`src/rtl/if_fetch_pkg.sv`:
```
// Shared types, IF state encodings and defaults for the instruction-fetch stage.
package if_fetch_pkg;

   typedef logic [31:0] InstAddrBus;
   typedef logic [31:0] InstBus;

   localparam InstBus     ZeroWord         = 32'h0000_0000;
   localparam InstAddrBus DEFAULT_RESET_PC = 32'h0000_0000;

   typedef enum logic [1:0] {
      IF_IDLE = 2'd0,
      IF_RD   = 2'd1,
      IF_HOLD = 2'd2
   } if_state_e;

endpackage

```
`src/rtl/if_icache.sv`:
```
// Direct-mapped, one-word-per-line instruction cache; only built when IF_ICACHE_EN is defined.
module if_icache
   import if_fetch_pkg::*;
#(
   parameter int LINES = 16
) (
   input  logic        clk,
   input  logic        rst,
   input  logic [31:2] rd_pc_i,
   output logic        hit_o,
   output InstBus      data_o,
   input  logic        wr_en_i,
   input  logic [31:2] wr_pc_i,
   input  InstBus      wr_data_i
);

   localparam int IDX_W = $clog2(LINES);
   localparam int TAG_W = 30 - IDX_W;

   logic [LINES-1:0] valid_q;
   logic [TAG_W-1:0] tag_q  [LINES];
   InstBus           data_q [LINES];

   logic [IDX_W-1:0] rd_idx, wr_idx;
   logic [TAG_W-1:0] rd_tag, wr_tag;

   assign rd_idx = rd_pc_i[IDX_W+1:2];
   assign rd_tag = rd_pc_i[31:IDX_W+2];
   assign wr_idx = wr_pc_i[IDX_W+1:2];
   assign wr_tag = wr_pc_i[31:IDX_W+2];

   assign hit_o  = valid_q[rd_idx] && (tag_q[rd_idx] == rd_tag);
   assign data_o = data_q[rd_idx];

   always_ff @(posedge clk or negedge rst) begin
      if (!rst) begin
         valid_q <= '0;
      end else if (wr_en_i) begin
         valid_q[wr_idx] <= 1'b1;
      end
   end

   // Tag/data storage needs no reset: a line is only read once its valid bit is set.
   always_ff @(posedge clk) begin
      if (wr_en_i) begin
         tag_q[wr_idx]  <= wr_tag;
         data_q[wr_idx] <= wr_data_i;
      end
   end

endmodule

```
`src/rtl/if_fetch.sv`:
```
// Instruction fetch: assembles 32-bit words from a byte-wide 1-cycle RAM port.
// Optional instruction cache enabled with the IF_ICACHE_EN macro.
module if_fetch
   import if_fetch_pkg::*;
#(
   parameter InstAddrBus RESET_PC     = DEFAULT_RESET_PC,
   parameter int         ICACHE_LINES = 16
) (
   input  logic        clk,
   input  logic        rst,
   input  logic        rdy_i,
   input  logic        mem_grant_i,
   input  logic [7:0]  mem_din_i,
   output logic [31:0] mem_a_o,
   output logic        mem_rd_o,
   input  logic        jump_i,
   input  logic [31:0] jump_addr_i,
   input  logic        id_ready_i,
   output logic [31:0] pc_o,
   output logic [31:0] inst_o,
   output logic        inst_valid_o
);

   if ((ICACHE_LINES < 2) || ((ICACHE_LINES & (ICACHE_LINES - 1)) != 0)) begin : g_lines_chk
      $error("ICACHE_LINES must be a power of two >= 2");
   end

   if_state_e  state_q, state_d;
   InstAddrBus pc_q, pc_d;
   logic [2:0] issue_cnt_q, issue_cnt_d;
   logic [2:0] recv_cnt_q, recv_cnt_d;
   InstBus     buf_q, buf_d;
   InstAddrBus pc_out_q, pc_out_d;
   InstBus     inst_q, inst_d;
   logic       valid_q, valid_d;
   logic       inflight_q;
   InstAddrBus mem_a_q;

   logic       issue, done, cache_hit;
   InstAddrBus issue_addr;
   InstBus     assembled, cache_data;

   // Byte 3 may arrive this cycle or may have been parked while rdy_i was low.
   assign assembled = (inflight_q && recv_cnt_q == 3'd3) ? {mem_din_i, buf_q[23:0]} : buf_q;
   assign done      = !jump_i && rdy_i && (state_q == IF_RD) &&
                      ((inflight_q && recv_cnt_q == 3'd3) || recv_cnt_q == 3'd4);

   always_comb begin
      state_d     = state_q;
      pc_d        = pc_q;
      issue_cnt_d = issue_cnt_q;
      recv_cnt_d  = recv_cnt_q;
      buf_d       = buf_q;
      pc_out_d    = pc_out_q;
      inst_d      = inst_q;
      valid_d     = valid_q;
      issue       = 1'b0;
      issue_addr  = pc_q + {29'b0, issue_cnt_q};
      if (jump_i) begin
         pc_d        = jump_addr_i & 32'hFFFF_FFFC;
         issue_cnt_d = '0;
         recv_cnt_d  = '0;
         valid_d     = 1'b0;
         state_d     = IF_IDLE;
      end else begin
         if (inflight_q) begin
            buf_d[{recv_cnt_q[1:0], 3'b000} +: 8] = mem_din_i;
            recv_cnt_d = recv_cnt_q + 3'd1;
         end
         case (state_q)
            IF_IDLE: begin
               if (rdy_i && cache_hit) begin
                  pc_out_d = pc_q;
                  inst_d   = cache_data;
                  valid_d  = 1'b1;
                  pc_d     = pc_q + 32'd4;
                  state_d  = IF_HOLD;
               end else if (rdy_i && mem_grant_i) begin
                  issue       = 1'b1;
                  issue_cnt_d = 3'd1;
                  state_d     = IF_RD;
               end
            end
            IF_RD: begin
               if (rdy_i && mem_grant_i && issue_cnt_q < 3'd4) begin
                  issue       = 1'b1;
                  issue_cnt_d = issue_cnt_q + 3'd1;
               end
               if (done) begin
                  pc_out_d    = pc_q;
                  inst_d      = assembled;
                  valid_d     = 1'b1;
                  pc_d        = pc_q + 32'd4;
                  issue_cnt_d = '0;
                  recv_cnt_d  = '0;
                  state_d     = IF_HOLD;
               end
            end
            IF_HOLD: begin
               if (rdy_i && id_ready_i) begin
                  valid_d = 1'b0;
                  state_d = IF_IDLE;
               end
            end
            default: state_d = IF_IDLE;
         endcase
      end
   end

   // No read strobe while reset is asserted, whatever rdy_i/mem_grant_i say.
   assign mem_rd_o = issue && rst;
   assign mem_a_o  = mem_rd_o ? issue_addr : mem_a_q;

   always_ff @(posedge clk or negedge rst) begin
      if (!rst) begin
         state_q     <= IF_IDLE;
         pc_q        <= RESET_PC;
         issue_cnt_q <= '0;
         recv_cnt_q  <= '0;
         inflight_q  <= 1'b0;
         mem_a_q     <= '0;
         pc_out_q    <= '0;
         inst_q      <= ZeroWord;
         valid_q     <= 1'b0;
      end else begin
         state_q     <= state_d;
         pc_q        <= pc_d;
         issue_cnt_q <= issue_cnt_d;
         recv_cnt_q  <= recv_cnt_d;
         inflight_q  <= mem_rd_o;
         mem_a_q     <= mem_a_o;
         pc_out_q    <= pc_out_d;
         inst_q      <= inst_d;
         valid_q     <= valid_d;
      end
   end

   always_ff @(posedge clk) begin
      buf_q <= buf_d;
   end

   assign pc_o         = pc_out_q;
   assign inst_o       = inst_q;
   assign inst_valid_o = valid_q;

`ifdef IF_ICACHE_EN
   // A redirect forces done low, so an aborted fill never writes a line.
   if_icache #(.LINES(ICACHE_LINES)) u_icache (
      .clk       (clk),
      .rst       (rst),
      .rd_pc_i   (pc_q[31:2]),
      .hit_o     (cache_hit),
      .data_o    (cache_data),
      .wr_en_i   (done),
      .wr_pc_i   (pc_q[31:2]),
      .wr_data_i (assembled)
   );
`else
   assign cache_hit  = 1'b0;
   assign cache_data = ZeroWord;
`endif

endmodule

```
`config.mk`:
```
export PLATFORM = sky130hd
export DESIGN_NAME = if_fetch
export DESIGN_NICKNAME = d
export VERILOG_FILES = /design/src/rtl/if_fetch_pkg.sv /design/src/rtl/if_icache.sv /design/src/rtl/if_fetch.sv
export SDC_FILE = /design/constraint.sdc
export NUM_CORES = 1
export LEC_CHECK = 0
export ABC_AREA = 1
export CORE_MARGIN = 8
export CORE_UTILIZATION = 30
export CTS_BUF_LIST = sky130_fd_sc_hd__clkbuf_16
export DETAILED_ROUTE_END_ITERATION = 8
export PLACE_DENSITY = 0.59
export SLEW_MARGIN = 20
export SYNTH_ARGS = -nofsm -noshare
export SYNTH_HDL_FRONTEND = slang
export SYNTH_SLANG_ARGS = --single-unit
```
`constraint.sdc`:
```
create_clock -name clk -period 2.2 [get_ports clk]
set_input_delay 0.33 -clock clk [delete_from_list [all_inputs] [get_ports clk]]
set_output_delay 0.33 -clock clk [all_outputs]
set_load 0.02 [all_outputs]
```
==> results of run 1 <==
==> power groups by stage <==
stage | Sequential, mW | Combinational, mW | Clock, mW
4_1_cts | 3.78 | 2.58 | 3.09
3_3_place_gp | 3.82 | 2.42 | 0
2_1_floorplan | 4.02 | 0.923 | 0
3_5_place_dp | 3.82 | 2.45 | 0
6_report | 3.79 | 2.73 | 3.04
5_1_grt | 3.83 | 2.97 | 3.21
==> path summary, 6_finish.rpt <==
| path | from | to | slack, ns |
|---|---|---|---|
| max | issue_cnt_q[2]$_DFFE_PN0P_ | mem_a_o[18] | -0.20 |
| min | rst | pc_o[31]$_DFFE_PN0P_ | 0.06 |
| max reg2reg | pc_q[3]$_DFFE_PN0P_ | pc_q[28]$_DFFE_PN0P_ | 0.22 |
| min reg2reg | buf_q[7]$_DFFE_PP_ | inst_o[7]$_DFFE_PN0P_ | 0.44 |
| max in group asynchronous | rst | inst_o[0]$_DFFE_PN0P_ | 1.58 |
| min in group clk | rst | inflight_q$_DFF_PN0_ | 0.37 |
==> metal layers <==
layer	vias up	global-route usage [%]	share of wire [%]
met2	197	28.3	48
met4	2	5.75	2.9
met1	3707	20.8	44
li1	3808	-	-
met5	-	0	0.043
met3	40	4.46	5.2
==> layout make-up <==
type | count | area [µm²]
Fill cell | 2630 | 14500
Sequential cell | 166 | 4320
Inverter | 75 | 287
Timing Repair Buffer | 289 | 2790
Clock inverter | 15 | 155
Tap cell | 341 | 427
Multi-Input combinational cell | 759 | 3830
Clock buffer | 17 | 425
==> timing repair <==
action / 4_1_cts / 5_1_grt
gates resized for setup: 286 / 88
setup endpoints to repair: 33 / 36
cloned: 2 / 2
buffers inserted: 12 / 14
pin swaps: 18 / 28
==> critical path, delay by kind of cell, from the launching register on <==
family | cells | cell delay, ns
and+or+nand+nor | 4 | 0.46
DFF | 1 | 0.42
buffers and inverters | 2 | 0.30
xor gates and xnor gates | 1 | 0.22
adders and majority gates | 1 | 0.17
AOI/OAI and AO/OA | 1 | 0.08
==> cells by family after synthesis <==
family	count (synthesis)	share of synthesized area, %
adders and majority gates	9	1.39
xor gates and xnor gates	10	1.08
DFF	166	53.3
other	1	0.0463
buffers and inverters	113	5.78
and+or+nand+nor	639	31.9
AOI/OAI and AO/OA	99	6.56
==> registers in the layout, summed over array words and instances (netlist names) <==
| name | cells |
|---|---|
| recv_cnt_q | 3 |
| state_q | 2 |
| inst_o | 32 |
| inflight_q | 1 |
| pc_q | 30 |
| buf_q | 32 |
| inst_valid_o | 1 |
| pc_o | 30 |
| issue_cnt_q | 3 |
| mem_a_q | 32 |
==> cells in the mapped netlist (all sizes together) <==
library cell | n | area, µm²
a211oi | 2 | 15.0
a21oi | 4 | 20.0
a22oi | 2 | 15.0
a31oi | 4 | 25.0
and2 | 1 | 6.26
buf | 27 | 145
clkbuf | 11 | 41.3
clkinv | 2 | 7.51
conb | 1 | 3.75
dfrtp | 134 | 3350
edfxtp | 32 | 961
ha | 9 | 113
inv | 73 | 274
nand2 | 423 | 1610
nand3 | 66 | 340
nand4 | 3 | 18.8
nor2 | 137 | 554
nor3 | 9 | 56.3
o211ai | 4 | 30.0
o21ai | 80 | 404
o21bai | 1 | 7.51
o31ai | 2 | 15.0
xnor2 | 1 | 8.76
xor2 | 9 | 78.8
==> through the flow <==
| step | instance area [µm²] | total power, mW | utilization [%] | hold WS (ns) |
|---|---|---|---|---|
| 6_report | 12200 | 9.55 | 45.8 | 0.0623 |
| 5_1_grt | 12200 | 10.0 | 45.8 | 0.111 |
| 4_1_cts | 11800 | 9.45 | 44.2 | 0.0937 |
| 3_5_place_dp | 10800 | 6.27 | 40.3 | 0.431 |
| 3_3_place_gp | 10800 | 6.25 | 40.3 | 0.420 |
| 2_1_floorplan | 8110 | 4.94 | - | 0.0344 |
==> impl_metrics.yaml, run 1 <==
flow_run:
  cap_violations: 0
yosys:
  syn_inst: 1037
  yosysWarnings: 0
  syn_area_mm2: 0.00810
  synth_seq_area_share_pct: 53.3
  synth_cell_types: 33
  syn_area_per_cell_um2: 7.81
  ys_seq_elements: 166
clock_network:
  root_buffer: "clkbuf_16"
  htree_num_levels: 4
  cts.sinks: 166
  cts_tree: "built"
  clk_pin_slew_ns: 0.08
  clk_latency_ns: 0.44
  cts-buffers-inserted: 17
  cts_hold_buf: 0
  cts_buffer_depth: 2
cells_and_area:
  final_cell_mix: "367 x nand2_1, 133 x dfrtp_1, 124 x buf_4"
  layout-drive-gt1-share_pct: 25.7
  area_growth_syn_to_layout_pct: 51.0
  final_common_cell: "nand2_1"
  instances_no_fill: 1662
  nets: 1363
  antenna_cells: 0
sta:
  period_minus_slack_ns: 2.40
  slew_viol_final: 0
  hold_viol_final: 0
  fin_ws_ns: -0.196
  max_freq_ghz: 0.417
  fin_skew_ns: 0.0180
  tightest_slew_ns: 0.761
  setup_viol: 28
  finalSetupTns_ns: -3.48
  rsz0062_at_grt: "true"
  max-slew-margin-rel_pct: 49.2
  fin_crit_sh_pct: 109
placement:
  pre_cts_ws_ns: -0.519
  gp_congestion: 0.859
  portBuffers: 139
  hpwl_mm: 19.2
  dp_cells: 1605
floorplanning:
  row_count: 60
  initial_core_util_pct: 30.3
  io_pins: 144
  fp.dieH_um: 180
  fp.dieArea_mm2: 0.0325
  core-area_mm2: 0.0267
  die_w_um: 180
power_and_ir_drop:
  pwr-share-comb_pct: 28.5
  power_density_mw_per_mm2: 781
  switchingPower_mw: 3.26
  clkPwrFrac_pct: 31.8
  pwr-share-seq_pct: 39.6
  power.leakage_nw: 5.76
  sw_frac_of_total_pct: 34.1
  internal_power_mw: 6.30
  peakVddDrop_mv: 0.515
detailed_routing:
  vias: 7754
  drt_iter0_markers: 617
  wl_mm: 27.7
  first_pass_iters: 5
  avgViaCountPerCell: 4.67
  wire_per_inst_um: 16.7
  route.detailed.drc: 0
  ant_nets: 0
grt:
  grt_pass1_vias: 7952
  grt_pass1_wl_mm: 43.4
  grt_use_total_pct: 16.9
  gr-total-overflow: 0
  grt_max_degree: 135
  grt_antenna_before_repair: 1
worst_setup_path:
  r2r_cells: 12
  path_cells: "ha_4 > nand2_4 > nor2_4 > nand2_2 > buf_6 > nor2_4 > xor2_2 > o21ai_4 > buf_6"
  critPathRequiredTime_ns: 1.87
  cp_slowest_cell: "dfrtp_1"
  cpPeakStageDelay_ns: 0.42
  worst_setup_path_end_kind: "primary output"
  path_class: "reg2out"
  cp.arrival_ns: 2.07
  crit_fanout: 5
  start_kind: "register"
status:
  status: "finished, violations left"
  violations: "negative setup slack"
hold_path:
  hp-class: "in2async"
No activity file was read; power rests on OpenSTA's default activity.
==> run 2: changes to the inputs <==
--- a/config.mk
+++ b/config.mk
@@ -6,11 +6,13 @@
 export NUM_CORES = 1
 export LEC_CHECK = 0
 export ABC_AREA = 1
+export CELL_PAD_IN_SITES_DETAIL_PLACEMENT = 0
+export CELL_PAD_IN_SITES_GLOBAL_PLACEMENT = 2
 export CORE_MARGIN = 8
 export CORE_UTILIZATION = 30
 export CTS_BUF_LIST = sky130_fd_sc_hd__clkbuf_16
 export DETAILED_ROUTE_END_ITERATION = 8
-export PLACE_DENSITY = 0.59
+export PLACE_DENSITY = 0.88
 export SLEW_MARGIN = 20
 export SYNTH_ARGS = -nofsm -noshare
 export SYNTH_HDL_FRONTEND = slang
==> impl_metrics.yaml, run 2 (synthesis results as in run 1) <==
status:
  status: "finished, violations left"
  violations: "negative setup slack"
cells_and_area:
  layout-drive-gt1-share_pct: 25.4
  area_growth_syn_to_layout_pct: 51.8
  n_fill_cell: 2626
  final_common_cell: "nand2_1"
  final_cell_mix: "372 x nand2_1, 134 x buf_4, 133 x dfrtp_1"
  nets: 1374
  antenna_cells: 0
detailed_routing:
  drt_iter0_markers: 485
  first_pass_iters: 8
  wire_per_inst_um: 16.1
  avgViaCountPerCell: 4.55
  wl_mm: 26.9
  vias: 7605
  ant_nets: 0
  route.detailed.drc: 0
sta:
  slew_viol_final: 0
  holdWs_ns: 0.0142
  fin_ws_ns: -0.239
  finalSetupTns_ns: -4.57
  fin_crit_sh_pct: 111
  tightest_slew_ns: 0.826
  max_freq_ghz: 0.410
  fin_skew_ns: 0.0165
  hold_viol_final: 0
  setup_viol: 32
  rsz0062_at_grt: "true"
  max-slew-margin-rel_pct: 44.9
  period_minus_slack_ns: 2.44
floorplanning:
  initial_core_util_pct: 30.3
  core-area_mm2: 0.0267
  fp.dieH_um: 180
  row_count: 60
  io_pins: 144
  die_w_um: 180
  fp.dieArea_mm2: 0.0325
clock_network:
  clk_pin_slew_ns: 0.08
  clk_latency_ns: 0.44
  cts_buffer_depth: 2
  cts_hold_buf: 0
  cts_tree: "built"
  cts.sinks: 166
  root_buffer: "clkbuf_16"
  cts-buffers-inserted: 17
  htree_num_levels: 4
grt:
  grt_antenna_before_repair: 0
  gr-total-overflow: 0
  grt_pass1_wl_mm: 43.0
  grt_max_degree: 135
  grt_pass1_vias: 7749
  grt_use_total_pct: 16.7
placement:
  gp_congestion: 0.832
  portBuffers: 139
  pre_cts_ws_ns: -0.479
  hpwl_mm: 19.4
worst_setup_path:
  cp.arrival_ns: 2.11
  start_kind: "register"
  critPathRequiredTime_ns: 1.87
  worst_setup_path_end_kind: "primary output"
  path_class: "reg2out"
  crit_fanout: 4
power_and_ir_drop:
  power.leakage_nw: 5.84
  power_density_mw_per_mm2: 783
  total_power_mw: 9.63
  peakVddDrop_mv: 0.466
flow_run:
  cap_violations: 0
hold_path:
  hp-class: "in2async"
run 2: cell count changes in the layout (fill, tap and decap cells not counted), moves of 3 or more:
cell / previous run / this run
clkinv_8: 2 / 6
nor2_4: 12 / 15
xor2_2: 4 / 1
inv_12: 0 / 3
nor2_2: 16 / 11
o21ai_2: 9 / 4
buf_2: 0 / 4
buf_4: 124 / 134
nand2_1: 367 / 372
o21ai_1: 4 / 8
nand2_4: 11 / 6
inv_8: 6 / 3
run 2: worst paths after layout:
kind	endpoint	slack [ns]	start	cells after the start
max	mem_a_o[12]	-0.24	issue_cnt_q[2]$_DFFE_PN0P_	9
min	mem_a_q[31]$_DFF_PN0_	0.01	rst	2
max reg2reg	pc_q[14]$_DFFE_PN0P_	0.17	recv_cnt_q[0]$_DFF_PN0_	11
min in group clk	inst_o[14]$_DFFE_PN0P_	0.44	buf_q[14]$_DFFE_PP_	2
max in group asynchronous	inst_o[24]$_DFFE_PN0P_	1.52	rst	2
min reg2reg	inst_o[14]$_DFFE_PN0P_	0.44	buf_q[14]$_DFFE_PP_	2
run 2: repair_timing:
action	CTS	global route
resized for setup	238	83
pin swaps	23	40
cloned	2	1
buffers inserted	15	17
endpoints found under the setup margin	33	34
run 2: metrics by stage:
stage | cells | util [%] | instance area, µm²
finish | 1673 | 46.0 | 12300
global route | 1673 | 46.0 | 12300
CTS | 1657 | 44.4 | 11900
detailed placement | 1609 | 40.4 | 10800
global placement | 1609 | 40.4 | 10800
floorplan | 1038 | - | 8110
run 2: area by class of cell:
type,count,area [µm²],area share (%)
multi-input cells,759,3770,30.7
well taps,341,427,3.47
inverters,75,289,2.35
flip-flops and latches,166,4320,35.1
clock buffers,17,425,3.46
repair buffers,300,2870,23.3
clock inverters,15,206,1.68
run 2: where the power goes:
group,internal [mW],switching (mW)
Combinational,1.22,1.46
Sequential,3.53,0.239
Clock,1.58,1.59
run 2: per-layer routing:
| metal | track usage, % | up-vias | routed length, µm |
|---|---|---|---|
| li1 | - | 3837 | - |
| met1 | 20.6 | 3599 | 11700 |
| met2 | 28.8 | 143 | 13500 |
| met3 | 4.01 | 26 | 1310 |
| met4 | 4.13 | 0 | 411 |
| met5 | 0 | - | 0 |
run 2: worst max-delay path: stages, from the launching register on:
cell and delay, ns:
dfrtp_1 0.36, ha_2 0.21, nand2_4 0.08, nor2_4 0.22
nand2_4 0.12, nor2_4 0.12, buf_4 0.13, xor2_1 0.16
o21ai_1 0.10, buf_4 0.16
==> run 3: changes to the inputs <==
--- a/config.mk
+++ b/config.mk
@@ -8,7 +8,7 @@
 export ABC_AREA = 1
 export CELL_PAD_IN_SITES_DETAIL_PLACEMENT = 0
 export CELL_PAD_IN_SITES_GLOBAL_PLACEMENT = 2
-export CORE_MARGIN = 8
+export CORE_MARGIN = 5
 export CORE_UTILIZATION = 30
 export CTS_BUF_LIST = sky130_fd_sc_hd__clkbuf_16
 export DETAILED_ROUTE_END_ITERATION = 8
==> impl_metrics.yaml, run 3 (synthesis results as in run 1) <==
status:
  status: "finished, violations left"
  violations: "negative setup slack"
detailed_routing:
  route.detailed.drc: 0
  vias: 7534
  top_layer: "met4"
  wl_mm: 26.1
  ant_nets: 0
  met2_length_mm: 12.5
  wire_per_inst_um: 15.7
  drt_iter0_markers: 514
  drt-met1-wl_mm: 11.9
  met3_length_mm: 1.15
  first_pass_iters: 5
  avgViaCountPerCell: 4.51
placement:
  portBuffers: 139
  gp_congestion: 0.859
  pre_cts_ws_ns: -0.464
  hpwl_mm: 18.6
worst_setup_path:
  cp_slowest_cell: "dfrtp_1"
  timing.rr.end: "pc_q[13]$_DFFE_PN0P_"
  cp.arrival_ns: 2.08
  crit_family: "buffers and inverters"
  worst_setup_path_end_kind: "primary output"
  startpoint: "issue_cnt_q[2]$_DFFE_PN0P_"
  cp_num_buf_inv: 4
  r2r_cells: 11
  path_class: "reg2out"
  rrSetupSlack_ns: 0.18
  critPathRequiredTime_ns: 1.87
  timing.rr.start: "recv_cnt_q[0]$_DFF_PN0_"
  cpPeakStageDelay_ns: 0.41
  start_kind: "register"
  crit_fanout: 12
  path_cells: "buf_4 > a21oi_4 > nand3_4 > buf_6 > bufbuf_16 > nand2_1 > o21ai_0 > buf_2"
cells_and_area:
  final_cell_mix: "375 x nand2_1, 137 x buf_4, 133 x dfrtp_1"
  regArea_mm2: 0.00432
  antenna_cells: 0
  final_common_cell: "nand2_1"
  multiInputGateArea_mm2: 0.00376
  area_growth_syn_to_layout_pct: 50.8
  n_fill_cell: 2604
  layout-drive-gt1-share_pct: 24.9
  nets: 1371
clock_network:
  cts.sinks: 166
  cts_tree: "built"
  cts_buffer_depth: 2
  clk_pin_slew_ns: 0.08
  cts-buffers-inserted: 17
  root_buffer: "clkbuf_16"
  clk_latency_ns: 0.46
  htree_num_levels: 4
sta:
  rsz0062_at_grt: "true"
  fin_skew_ns: 0.0172
  hold_viol_final: 0
  fin_crit_sh_pct: 109
  setup_viol: 32
  max-slew-margin-rel_pct: 48.0
  fin_ws_ns: -0.208
  max_freq_ghz: 0.415
  period_minus_slack_ns: 2.41
  slew_viol_final: 0
  holdWs_ns: 0.0320
  finalSetupTns_ns: -4.70
  tightest_slew_ns: 0.779
power_and_ir_drop:
  peakVddDrop_mv: 0.532
  power.leakage_nw: 5.80
  power_density_mw_per_mm2: 790
floorplanning:
  fp.dieArea_mm2: 0.0304
  initial_core_util_pct: 30.2
  die_w_um: 174
  core-area_mm2: 0.0268
  row_count: 60
  io_pins: 144
  fp.dieH_um: 174
grt:
  grt_antenna_before_repair: 0
  gr-total-overflow: 0
  grt_pass1_vias: 7489
  grt_max_degree: 135
  grt_pass1_wl_mm: 41.6
  grt_use_total_pct: 17.4
hold_path:
  hp-class: "in2async"
flow_run:
  cap_violations: 0
run 3: through the flow:
step / utilization (%) / power, mW / instances / instance area [µm²]
global placement: 40.2 / 6.26 / 1604 / 10800
global route: 45.6 / 10.2 / 1670 / 12200
CTS: 43.9 / 9.60 / 1652 / 11800
detailed placement: 40.2 / 6.27 / 1604 / 10800
floorplan: - / 4.94 / 1038 / 8110
finish: 45.6 / 9.66 / 1670 / 12200
run 3: repair_timing:
action / 4_1_cts / 5_1_grt
endpoints found under the setup margin: 33 / 35
hold buffers: 0 / 0
cloned: 2 / 0
buffers inserted: 14 / 19
resized for setup: 217 / 87
pin swaps: 23 / 27
run 3: power breakdown:
group | internal (mW) | leakage, nW | switching [mW]
Sequential | 3.53 | 2.03 | 0.236
Clock | 1.59 | 0.306 | 1.64
Combinational | 1.21 | 3.46 | 1.45
run 3: final cells by class:
type | instances | area share, %
Tap cell | 341 | 3.49
Timing Repair Buffer | 297 | 22.8
Multi-Input combinational cell | 759 | 30.8
Clock inverter | 15 | 1.77
Inverter | 75 | 2.37
Clock buffer | 17 | 3.48
Sequential cell | 166 | 35.3
run 3: worst max-delay path by stage:
stage	slack, ns	end	cells past startpoint
5_1_grt	-0.32	mem_a_o[14]	8
4_1_cts	-0.26	mem_a_o[25]	10
6_report	-0.21	mem_a_o[10]	8
2_1_floorplan	0.12	mem_a_o[13]	7
3_3_place_gp	-0.41	mem_a_o[14]	9
3_5_place_dp	-0.46	mem_a_o[14]	9
run 3: worst reg2reg max path: cells and delay by family, from the launching register on:
| kind | cells | cell delay, ns |
|---|---|---|
| AOI/OAI and AO/OA | 2 | 0.31 |
| buffers and inverters | 4 | 0.41 |
| DFF | 1 | 0.45 |
| adders and majority gates | 1 | 0.21 |
| and+or+nand+nor | 4 | 0.54 |
run 3: per-layer routing:
metal  global-route usage (%)  vias to the layer above
met5                        0                        -
met2                     28.3                      154
met3                     4.05                       29
li1                         -                     3827
met4                     5.38                        0
met1                     23.2                     3524
